## config.mk

```make
export PLATFORM = sky130hd
export DESIGN_NAME = axi4lite_arbiter_flat
export DESIGN_NICKNAME = d
export VERILOG_FILES = /design/src/rtl/axi4lite_arbiter_if.sv /design/src/rtl/axi4lite_arbiter.sv /design/src/flat_wrapper.sv
export SDC_FILE = /design/constraint.sdc
export NUM_CORES = 1
export LEC_CHECK = 0
export CORE_AREA = 2 2 177 179
export DETAILED_ROUTE_END_ITERATION = 7
export DIE_AREA = 0 0 179 181
export PLACE_DENSITY_LB_ADDON = 0.1
export SLEW_MARGIN = 20
export SYNTH_ARGS = -nofsm -noshare
export SYNTH_HDL_FRONTEND = slang
export SYNTH_SLANG_ARGS = --single-unit
```

## constraint.sdc

```tcl
create_clock -name clk -period 4.3 [get_ports clk]
set_clock_uncertainty 0.2 [all_clocks]
set_input_delay 1.29 -clock clk [delete_from_list [all_inputs] [get_ports clk]]
set_output_delay 1.29 -clock clk [all_outputs]
set_load 0.05 [all_outputs]
```

## src/rtl/axi4lite_arbiter_if.sv

```systemverilog
// AXI4-lite channel bundle shared by the core ports and the system bus.
interface axi4lite #(
  parameter int ALEN = 32,
  parameter int XLEN = 32
);
  logic            awvalid;
  logic            awready;
  logic [ALEN-1:0] awaddr;
  logic [2:0]      awprot;
  logic            wvalid;
  logic            wready;
  logic [XLEN-1:0] wdata;
  logic [XLEN/8-1:0] wstrb;
  logic            bvalid;
  logic            bready;
  logic [1:0]      bresp;
  logic            arvalid;
  logic            arready;
  logic [ALEN-1:0] araddr;
  logic [2:0]      arprot;
  logic            rvalid;
  logic            rready;
  logic [XLEN-1:0] rdata;
  logic [1:0]      rresp;

  modport master (
    output awvalid, awaddr, awprot,
    output wvalid, wdata, wstrb,
    output bready,
    output arvalid, araddr, arprot,
    output rready,
    input  awready, wready,
    input  bvalid, bresp,
    input  arready,
    input  rvalid, rdata, rresp
  );

  modport slave (
    input  awvalid, awaddr, awprot,
    input  wvalid, wdata, wstrb,
    input  bready,
    input  arvalid, araddr, arprot,
    input  rready,
    output awready, wready,
    output bvalid, bresp,
    output arready,
    output rvalid, rdata, rresp
  );
endinterface

```

## src/rtl/axi4lite_arbiter.sv

```systemverilog
// Two-to-one AXI4-lite arbiter: independent round-robin read and write
// channels, one outstanding transaction each, responses to the grantee.
module axi4lite_arbiter #(
  parameter bit RESET_PRIO = 1'b0
) (
  input logic    clk,
  input logic    rst,
  axi4lite.slave  in0,
  axi4lite.slave  in1,
  axi4lite.master out
);
  typedef enum logic [1:0] {R_IDLE, R_ADDR, R_DATA} r_state_t;
  typedef enum logic [1:0] {W_IDLE, W_XFER, W_RESP} w_state_t;

  r_state_t r_state, r_next;
  w_state_t w_state, w_next;
  logic rgrant, rgrant_d, rlast, rlast_d;
  logic wgrant, wgrant_d, wlast, wlast_d;
  logic aw_done, aw_done_d, w_done, w_done_d;
  logic g_arvalid, g_rready, g_awvalid, g_wvalid, g_bready;
  logic req0_w, req1_w, aw_hs, w_hs;

  assign g_arvalid = rgrant ? in1.arvalid : in0.arvalid;
  assign g_rready  = rgrant ? in1.rready  : in0.rready;
  assign g_awvalid = wgrant ? in1.awvalid : in0.awvalid;
  assign g_wvalid  = wgrant ? in1.wvalid  : in0.wvalid;
  assign g_bready  = wgrant ? in1.bready  : in0.bready;
  assign req0_w    = in0.awvalid | in0.wvalid;
  assign req1_w    = in1.awvalid | in1.wvalid;
  assign aw_hs     = (w_state == W_XFER) & g_awvalid & ~aw_done & out.awready;
  assign w_hs      = (w_state == W_XFER) & g_wvalid & ~w_done & out.wready;

  always_ff @(posedge clk) begin
    if (rst) begin
      r_state <= R_IDLE;
      w_state <= W_IDLE;
      rgrant  <= 1'b0;
      wgrant  <= 1'b0;
      rlast   <= ~RESET_PRIO;
      wlast   <= ~RESET_PRIO;
      aw_done <= 1'b0;
      w_done  <= 1'b0;
    end else begin
      r_state <= r_next;
      w_state <= w_next;
      rgrant  <= rgrant_d;
      wgrant  <= wgrant_d;
      rlast   <= rlast_d;
      wlast   <= wlast_d;
      aw_done <= aw_done_d;
      w_done  <= w_done_d;
    end
  end

  always_comb begin
    r_next      = r_state;
    rgrant_d    = rgrant;
    rlast_d     = rlast;
    out.arvalid = 1'b0;
    out.araddr  = '0;
    out.arprot  = '0;
    out.rready  = 1'b0;
    in0.arready = 1'b0;
    in0.rvalid  = 1'b0;
    in0.rdata   = '0;
    in0.rresp   = '0;
    in1.arready = 1'b0;
    in1.rvalid  = 1'b0;
    in1.rdata   = '0;
    in1.rresp   = '0;
    unique case (r_state)
      R_IDLE: begin
        if (in0.arvalid | in1.arvalid) begin
          // contended: whoever did not win last time
          rgrant_d = (in0.arvalid & in1.arvalid) ? ~rlast : in1.arvalid;
          r_next   = R_ADDR;
        end
      end
      R_ADDR: begin
        out.arvalid = g_arvalid;
        out.araddr  = rgrant ? in1.araddr : in0.araddr;
        out.arprot  = rgrant ? in1.arprot : in0.arprot;
        if (rgrant) in1.arready = out.arready;
        else        in0.arready = out.arready;
        if (g_arvalid & out.arready) r_next = R_DATA;
      end
      R_DATA: begin
        out.rready = g_rready;
        if (rgrant) begin
          in1.rvalid = out.rvalid;
          in1.rdata  = out.rdata;
          in1.rresp  = out.rresp;
        end else begin
          in0.rvalid = out.rvalid;
          in0.rdata  = out.rdata;
          in0.rresp  = out.rresp;
        end
        if (out.rvalid & g_rready) begin
          r_next  = R_IDLE;
          rlast_d = rgrant;
        end
      end
      default: r_next = R_IDLE;
    endcase
  end

  always_comb begin
    w_next      = w_state;
    wgrant_d    = wgrant;
    wlast_d     = wlast;
    aw_done_d   = aw_done | aw_hs;
    w_done_d    = w_done | w_hs;
    out.awvalid = 1'b0;
    out.awaddr  = '0;
    out.awprot  = '0;
    out.wvalid  = 1'b0;
    out.wdata   = '0;
    out.wstrb   = '0;
    out.bready  = 1'b0;
    in0.awready = 1'b0;
    in0.wready  = 1'b0;
    in0.bvalid  = 1'b0;
    in0.bresp   = '0;
    in1.awready = 1'b0;
    in1.wready  = 1'b0;
    in1.bvalid  = 1'b0;
    in1.bresp   = '0;
    unique case (w_state)
      W_IDLE: begin
        aw_done_d = 1'b0;
        w_done_d  = 1'b0;
        if (req0_w | req1_w) begin
          wgrant_d = (req0_w & req1_w) ? ~wlast : req1_w;
          w_next   = W_XFER;
        end
      end
      W_XFER: begin
        // a finished channel stays quiet until the burst completes
        out.awvalid = g_awvalid & ~aw_done;
        out.awaddr  = wgrant ? in1.awaddr : in0.awaddr;
        out.awprot  = wgrant ? in1.awprot : in0.awprot;
        out.wvalid  = g_wvalid & ~w_done;
        out.wdata   = wgrant ? in1.wdata : in0.wdata;
        out.wstrb   = wgrant ? in1.wstrb : in0.wstrb;
        if (wgrant) begin
          in1.awready = out.awready & ~aw_done;
          in1.wready  = out.wready & ~w_done;
        end else begin
          in0.awready = out.awready & ~aw_done;
          in0.wready  = out.wready & ~w_done;
        end
        if ((aw_done | aw_hs) & (w_done | w_hs)) w_next = W_RESP;
      end
      W_RESP: begin
        out.bready = g_bready;
        if (wgrant) begin
          in1.bvalid = out.bvalid;
          in1.bresp  = out.bresp;
        end else begin
          in0.bvalid = out.bvalid;
          in0.bresp  = out.bresp;
        end
        if (out.bvalid & g_bready) begin
          w_next  = W_IDLE;
          wlast_d = wgrant;
        end
      end
      default: w_next = W_IDLE;
    endcase
  end
endmodule

```

## src/flat_wrapper.sv

```systemverilog
// flat-port wrapper written by rule: the top's interface ports become plain ports
module axi4lite_arbiter_flat 
#(
  parameter bit RESET_PRIO = 1'b0
)
  (clk, rst, in0_awvalid, in0_awaddr, in0_awprot, in0_wvalid, in0_wdata, in0_wstrb, in0_bready, in0_arvalid, in0_araddr, in0_arprot, in0_rready, in0_awready, in0_wready, in0_bvalid, in0_bresp, in0_arready, in0_rvalid, in0_rdata, in0_rresp, in1_awvalid, in1_awaddr, in1_awprot, in1_wvalid, in1_wdata, in1_wstrb, in1_bready, in1_arvalid, in1_araddr, in1_arprot, in1_rready, in1_awready, in1_wready, in1_bvalid, in1_bresp, in1_arready, in1_rvalid, in1_rdata, in1_rresp, out_awvalid, out_awaddr, out_awprot, out_wvalid, out_wdata, out_wstrb, out_bready, out_arvalid, out_araddr, out_arprot, out_rready, out_awready, out_wready, out_bvalid, out_bresp, out_arready, out_rvalid, out_rdata, out_rresp);
  axi4lite in0_i ();
  axi4lite in1_i ();
  axi4lite out_i ();
  input logic clk;
  input logic rst;
  input wire logic [$bits(in0_i.awvalid)-1:0] in0_awvalid;
  input wire logic [$bits(in0_i.awaddr)-1:0] in0_awaddr;
  input wire logic [$bits(in0_i.awprot)-1:0] in0_awprot;
  input wire logic [$bits(in0_i.wvalid)-1:0] in0_wvalid;
  input wire logic [$bits(in0_i.wdata)-1:0] in0_wdata;
  input wire logic [$bits(in0_i.wstrb)-1:0] in0_wstrb;
  input wire logic [$bits(in0_i.bready)-1:0] in0_bready;
  input wire logic [$bits(in0_i.arvalid)-1:0] in0_arvalid;
  input wire logic [$bits(in0_i.araddr)-1:0] in0_araddr;
  input wire logic [$bits(in0_i.arprot)-1:0] in0_arprot;
  input wire logic [$bits(in0_i.rready)-1:0] in0_rready;
  output wire logic [$bits(in0_i.awready)-1:0] in0_awready;
  output wire logic [$bits(in0_i.wready)-1:0] in0_wready;
  output wire logic [$bits(in0_i.bvalid)-1:0] in0_bvalid;
  output wire logic [$bits(in0_i.bresp)-1:0] in0_bresp;
  output wire logic [$bits(in0_i.arready)-1:0] in0_arready;
  output wire logic [$bits(in0_i.rvalid)-1:0] in0_rvalid;
  output wire logic [$bits(in0_i.rdata)-1:0] in0_rdata;
  output wire logic [$bits(in0_i.rresp)-1:0] in0_rresp;
  input wire logic [$bits(in1_i.awvalid)-1:0] in1_awvalid;
  input wire logic [$bits(in1_i.awaddr)-1:0] in1_awaddr;
  input wire logic [$bits(in1_i.awprot)-1:0] in1_awprot;
  input wire logic [$bits(in1_i.wvalid)-1:0] in1_wvalid;
  input wire logic [$bits(in1_i.wdata)-1:0] in1_wdata;
  input wire logic [$bits(in1_i.wstrb)-1:0] in1_wstrb;
  input wire logic [$bits(in1_i.bready)-1:0] in1_bready;
  input wire logic [$bits(in1_i.arvalid)-1:0] in1_arvalid;
  input wire logic [$bits(in1_i.araddr)-1:0] in1_araddr;
  input wire logic [$bits(in1_i.arprot)-1:0] in1_arprot;
  input wire logic [$bits(in1_i.rready)-1:0] in1_rready;
  output wire logic [$bits(in1_i.awready)-1:0] in1_awready;
  output wire logic [$bits(in1_i.wready)-1:0] in1_wready;
  output wire logic [$bits(in1_i.bvalid)-1:0] in1_bvalid;
  output wire logic [$bits(in1_i.bresp)-1:0] in1_bresp;
  output wire logic [$bits(in1_i.arready)-1:0] in1_arready;
  output wire logic [$bits(in1_i.rvalid)-1:0] in1_rvalid;
  output wire logic [$bits(in1_i.rdata)-1:0] in1_rdata;
  output wire logic [$bits(in1_i.rresp)-1:0] in1_rresp;
  output wire logic [$bits(out_i.awvalid)-1:0] out_awvalid;
  output wire logic [$bits(out_i.awaddr)-1:0] out_awaddr;
  output wire logic [$bits(out_i.awprot)-1:0] out_awprot;
  output wire logic [$bits(out_i.wvalid)-1:0] out_wvalid;
  output wire logic [$bits(out_i.wdata)-1:0] out_wdata;
  output wire logic [$bits(out_i.wstrb)-1:0] out_wstrb;
  output wire logic [$bits(out_i.bready)-1:0] out_bready;
  output wire logic [$bits(out_i.arvalid)-1:0] out_arvalid;
  output wire logic [$bits(out_i.araddr)-1:0] out_araddr;
  output wire logic [$bits(out_i.arprot)-1:0] out_arprot;
  output wire logic [$bits(out_i.rready)-1:0] out_rready;
  input wire logic [$bits(out_i.awready)-1:0] out_awready;
  input wire logic [$bits(out_i.wready)-1:0] out_wready;
  input wire logic [$bits(out_i.bvalid)-1:0] out_bvalid;
  input wire logic [$bits(out_i.bresp)-1:0] out_bresp;
  input wire logic [$bits(out_i.arready)-1:0] out_arready;
  input wire logic [$bits(out_i.rvalid)-1:0] out_rvalid;
  input wire logic [$bits(out_i.rdata)-1:0] out_rdata;
  input wire logic [$bits(out_i.rresp)-1:0] out_rresp;
  assign in0_i.awvalid = in0_awvalid;
  assign in0_i.awaddr = in0_awaddr;
  assign in0_i.awprot = in0_awprot;
  assign in0_i.wvalid = in0_wvalid;
  assign in0_i.wdata = in0_wdata;
  assign in0_i.wstrb = in0_wstrb;
  assign in0_i.bready = in0_bready;
  assign in0_i.arvalid = in0_arvalid;
  assign in0_i.araddr = in0_araddr;
  assign in0_i.arprot = in0_arprot;
  assign in0_i.rready = in0_rready;
  assign in0_awready = in0_i.awready;
  assign in0_wready = in0_i.wready;
  assign in0_bvalid = in0_i.bvalid;
  assign in0_bresp = in0_i.bresp;
  assign in0_arready = in0_i.arready;
  assign in0_rvalid = in0_i.rvalid;
  assign in0_rdata = in0_i.rdata;
  assign in0_rresp = in0_i.rresp;
  assign in1_i.awvalid = in1_awvalid;
  assign in1_i.awaddr = in1_awaddr;
  assign in1_i.awprot = in1_awprot;
  assign in1_i.wvalid = in1_wvalid;
  assign in1_i.wdata = in1_wdata;
  assign in1_i.wstrb = in1_wstrb;
  assign in1_i.bready = in1_bready;
  assign in1_i.arvalid = in1_arvalid;
  assign in1_i.araddr = in1_araddr;
  assign in1_i.arprot = in1_arprot;
  assign in1_i.rready = in1_rready;
  assign in1_awready = in1_i.awready;
  assign in1_wready = in1_i.wready;
  assign in1_bvalid = in1_i.bvalid;
  assign in1_bresp = in1_i.bresp;
  assign in1_arready = in1_i.arready;
  assign in1_rvalid = in1_i.rvalid;
  assign in1_rdata = in1_i.rdata;
  assign in1_rresp = in1_i.rresp;
  assign out_awvalid = out_i.awvalid;
  assign out_awaddr = out_i.awaddr;
  assign out_awprot = out_i.awprot;
  assign out_wvalid = out_i.wvalid;
  assign out_wdata = out_i.wdata;
  assign out_wstrb = out_i.wstrb;
  assign out_bready = out_i.bready;
  assign out_arvalid = out_i.arvalid;
  assign out_araddr = out_i.araddr;
  assign out_arprot = out_i.arprot;
  assign out_rready = out_i.rready;
  assign out_i.awready = out_awready;
  assign out_i.wready = out_wready;
  assign out_i.bvalid = out_bvalid;
  assign out_i.bresp = out_bresp;
  assign out_i.arready = out_arready;
  assign out_i.rvalid = out_rvalid;
  assign out_i.rdata = out_rdata;
  assign out_i.rresp = out_rresp;
  axi4lite_arbiter #(.RESET_PRIO(RESET_PRIO)) u_core (.clk(clk), .rst(rst), .in0(in0_i), .in1(in1_i), .out(out_i));
endmodule
```

# Word level (Yosys, flattened, before mapping)
# Index checks and enable logic that the tools add are counted.
word_totals:
  reg_bits: 10
  latchBits: 0
  ram_bits: 0
  romBits: 0
  inputBits: 265
  output_inout_bits: 193
  wordCells: 117
  mem_count: 0
classes:
  add_sub_neg: 0
  mul: 0
  div: 0
  n_lt_le_gt_ge: 0
  n_eq_ne: 10
  shift: 0
  muxes: 64
  bitwise_logic: 26
  n_reduce_logical: 9
ops:
  columns: ["cell", "n"]
  rows:
  - ["two-way mux 32 bit", 10]
  - ["two-way mux 1 bit", 32]
  - ["two-way mux 2 bit", 14]
  - ["AND 1 bit", 16]
  - ["two-way mux 3 bit", 4]
  - ["one-hot mux 2 bit (3 select lines)", 2]
  - ["inequality test 2 x 1 -> 1 bit, second input constant", 5]
  - ["two-way mux 4 bit", 2]
  - ["AND reduction 2 bit", 4]
  - ["OR 1 bit", 6]
  - ["AND reduction 3 bit", 2]
  - ["equality test 2 x 1 -> 1 bit, second input constant", 2]
  - ["equality test 2 bit, second input constant", 2]
  - ["logical NOT 2 bit", 2]
  - ["inverter 1 bit", 4]
  - ["inequality test 2 bit, second input constant", 1]
  - ["OR reduction 2 bit", 1]

# Longest topological paths before layout
logic_depth:
  depth_word: 8
  mapped_depth: 6

# Worst setup path after synthesis
# No wires, ideal clock.
synth_timing:
  kind: "input port to output port"
  startpoint: "input port in1_bready"
  endpoint: "output port out_bready"
  t_arrival_ns: 2.556
  t_required_ns: 2.810
  slack_ns: 0.254
  cell_stages: 2
  path_cell_list: "mux2i_1 nor3b_1"
synth_via:
  elab_chain_cells: 2
synth_lines:
  columns: ["item", "line_no", "source"]
  rows:
  - ["from (decl)", "flat_wrapper.sv:37", "input wire logic [$bits(in1_i.bready)-1:0] in1_bready;"]
  - ["two-way mux 1 bit", "axi4lite_arbiter.sv:27", "assign g_bready = wgrant ? in1.bready : in0.bready;"]
  - ["two-way mux 1 bit", "axi4lite_arbiter.sv:128", "unique case (w_state)"]
  - ["to (decl)", "flat_wrapper.sv:56", "output wire logic [$bits(out_i.bready)-1:0] out_bready;"]
# Every way passes these cells.

# Worst setup path in the final report
layout_timing:
  startpoint: "input port in0_arvalid"
  endpoint: "output port out_arvalid"
layout_via:
  elab_chain_cells: 2
layout_lines:
  columns: ["item", "line_no", "source"]
  rows:
  - ["from (decl)", "flat_wrapper.sv:19", "input wire logic [$bits(in0_i.arvalid)-1:0] in0_arvalid;"]
  - ["two-way mux 1 bit", "axi4lite_arbiter.sv:23", "assign g_arvalid = rgrant ? in1.arvalid : in0.arvalid;"]
  - ["two-way mux 1 bit", "axi4lite_arbiter.sv:71", "unique case (r_state)"]
  - ["to (decl)", "flat_wrapper.sv:57", "output wire logic [$bits(out_i.arvalid)-1:0] out_arvalid;"]
# Every way passes these cells.

==> metrics <==
RSZ-0062 raised after global routing no; DRT Wirelength roughly 24000 microns; Total GRT Usage a little over an eighth; cts hold-fix bufs 0; initial DRC count ~140; WL/cell 20.8 microns; # diodes 0; Final Setup Violations 0; clock latency on the worst-skew pair ~0.24 ns; sequential cell area just over 200 sq um; Cells after Synth between 300 and 400; Yosys cell types slightly above 40; Die Y ~180 microns; root buffer cell clkbuf_16; Critical Path RT approximately 2.8 ns; Setup CP Type in -> out; area of the mapped netlist about 0.0024 sq mm; final slew viol count 0; total grt overflow 0; CTS tree built; Initial Util approximately 8.0%; met2 wire len approximately 12000 microns; peak supply drop 0.0000816 V; YS warnings 0; # DRC 0; setup TNS 0 ns; Worst Max-Slew Pin Slew about 0.61 ns; CTS H-tree depth 1; Antenna Nets Post-Route 0; outcome completed; Tot Pwr 1.47 mW; M1 wire length approximately 7600 microns; fin nets about 1000; core area 0.0303 sq mm; max layer used met5; Setup Fix Bufs, Post-CTS 0; Sw Ratio a little over two fifths; Ports between 400 and 500; nature of the critical path endpoint output pin; Tcrit/Tclk final between 90% and 100%; largest net degree at the start of global routing 72; layout cell share with drive strength beyond 1 about 28%; # resized after CTS 0; Clock power frac between 10% and 20%; Fillers about 3100; post-DP HPWL 21100 microns; area of the multi-input gates a little under 0.002 sq mm; routed vias 4359; die area between 0.03 and 0.04 sq mm; Rows 64; Max Root-Sink Buffers 2; Leak Pwr about 3.6 nW; Reg power frac under 10%; Slew HR approximately 59%; port bufs 457; Num CTS Buffers 3; Critical Path Start Type input pin; min Tclk post-route between 3 and 4 ns; f_max 254 MHz; vias in the first global route between 4000 and 5000; CP arrival between 2 and 2.5 ns; Die X ~180 microns; Met3 Wirelength just over 4000 microns; sequential area share after synthesis about 8%; switching power approximately 0.63 mW; power density cells around 160 mW/mm^2; first-pass GRT wire length roughly 32000 microns; combinational group share of total power 81.8%; register bit total from synthesis 10; Net Count, Synth 598; clock transition at the registers of the reported paths around 0.04 ns; critical path peak fanout 4; Worst Hold Class reg -> reg; Syn-to-layout area delta 280%; max_cap viols 0; RePlAce Congestion approximately 0.74; initial antenna violation count 5; final hold viol count 0; Detailed Routing Iterations Pass 1 4; Sinks on Clock Net 10; Vias per Instance around 3.7; Post-Syn Area per Cell about 7.3 sq um; internal power around 0.84 mW
synthesized netlist by cell type (all sizes together):
cell / n / area [sq um]
a211oi: 1 / 7.51
a21oi: 3 / 15.0
a22o: 71 / 622
a311oi: 1 / 8.76
a31oi: 2 / 12.5
and2: 70 / 438
and3: 1 / 6.26
and3b: 1 / 8.76
and4b: 1 / 10.0
buf: 29 / 195
clkbuf: 7 / 31.3
dfxtp: 10 / 200
inv: 7 / 26.3
mux2: 3 / 33.8
mux2i: 37 / 370
nand2: 8 / 30.0
nand2b: 4 / 32.5
nand3: 3 / 15.0
nand3b: 1 / 7.51
nand4b: 1 / 8.76
nor2: 47 / 176
nor2b: 2 / 20.0
nor3: 10 / 61.3
nor3b: 2 / 15.0
nor4: 1 / 6.26
o2111ai: 1 / 8.76
o211ai: 1 / 7.51
o21ai: 1 / 5.00
o31a: 1 / 8.76
o31ai: 4 / 30.0
o41ai: 1 / 8.76
or4b: 1 / 10.0
cell usage in the layout, fill, tap and decap left out, drive strengths merged:
cell type and instances:
a31oi 2, and3b 1, nor3 10, nor4 1
nand2b 4, nor2 47, nor2b 2, nand3 3
mux2 3, and3 1, o31ai 4, nor3b 2
mux2i 37, and4b 1, o41ai 1, and2 70
o31a 1, clkdlybuf4s50 264, nand3b 1, o21ai 1
dfxtp 10, a311oi 1, o2111ai 1, o211ai 1
or4b 1, a22o 71, buf 204, nand4b 1
clkbuf 3, a211oi 1, inv 7, nand2 8
a21oi 3
area by class of cell:
type / count / share of cell area (%)
clock buffer: 3 / 0.811
timing repair buffer: 468 / 69.9
sequential: 10 / 2.18
inverter: 7 / 0.284
tap: 396 / 5.35
multi-input combinational: 280 / 21.4
registers in the layout, summed over array words and instances (netlist names):
| register | flops |
|---|---|
| u_core.wgrant | 1 |
| u_core.aw_done | 1 |
| u_core.rlast | 1 |
| u_core.wlast | 1 |
| u_core.r_state | 2 |
| u_core.w_state | 2 |
| u_core.w_done | 1 |
| u_core.rgrant | 1 |
worst paths after layout:
| path | from | to | slack [ns] | cells after the start |
|---|---|---|---|---|
| min reg2reg | u_core.rlast | u_core.rlast | 0.32 | 2 |
| max reg2reg | u_core.w_state[1] | u_core.wlast | 2.59 | 3 |
| max | in0_arvalid | out_arvalid | 0.37 | 4 |
| min | u_core.rlast | u_core.rlast | 0.32 | 2 |
per-stage QoR:
step	setup WS, ns	hold WS [ns]	std cells	instance area, sq um	utilization (%)
3_3_place_gp	0.384	0.309	1161	9190	30.3
2_1_floorplan	0.254	0.251	333	2440	-
5_1_grt	0.294	0.337	1164	9260	30.5
3_5_place_dp	0.360	0.312	1161	9190	30.3
6_report	0.368	0.316	1164	9260	30.5
4_1_cts	0.360	0.317	1164	9260	30.5
metal layers:
layer  vias to the layer above  GRT usage [%]
li1                       2075              -
met1                      1992           12.3
met2                       268           26.0
met3                        14           8.59
met4                        10           1.53
met5                         -              0
power by group through the flow:
stage | Combinational (mW) | Sequential [mW] | Clock (mW)
global placement | 1.22 | 0.107 | 0
global route | 1.25 | 0.105 | 0.175
CTS | 1.22 | 0.105 | 0.170
detailed placement | 1.22 | 0.107 | 0
floorplan | 0.501 | 0.100 | 0
finish | 1.20 | 0.105 | 0.163
kinds of logic after synthesis:
family | after synthesis | share of synthesized area, %
AOI/OAI and AO/OA | 87 | 30.1
buffers and inverters | 43 | 10.4
DFF | 10 | 8.21
muxes | 40 | 16.6
and+or+nand+nor | 153 | 34.7
critical path, stage by stage:
cell,delay (ns)
clkdlybuf4s50_1,0.46
mux2_1,0.34
nor2b_1,0.17
buf_12,0.17
(Power assumes the default switching activity.)
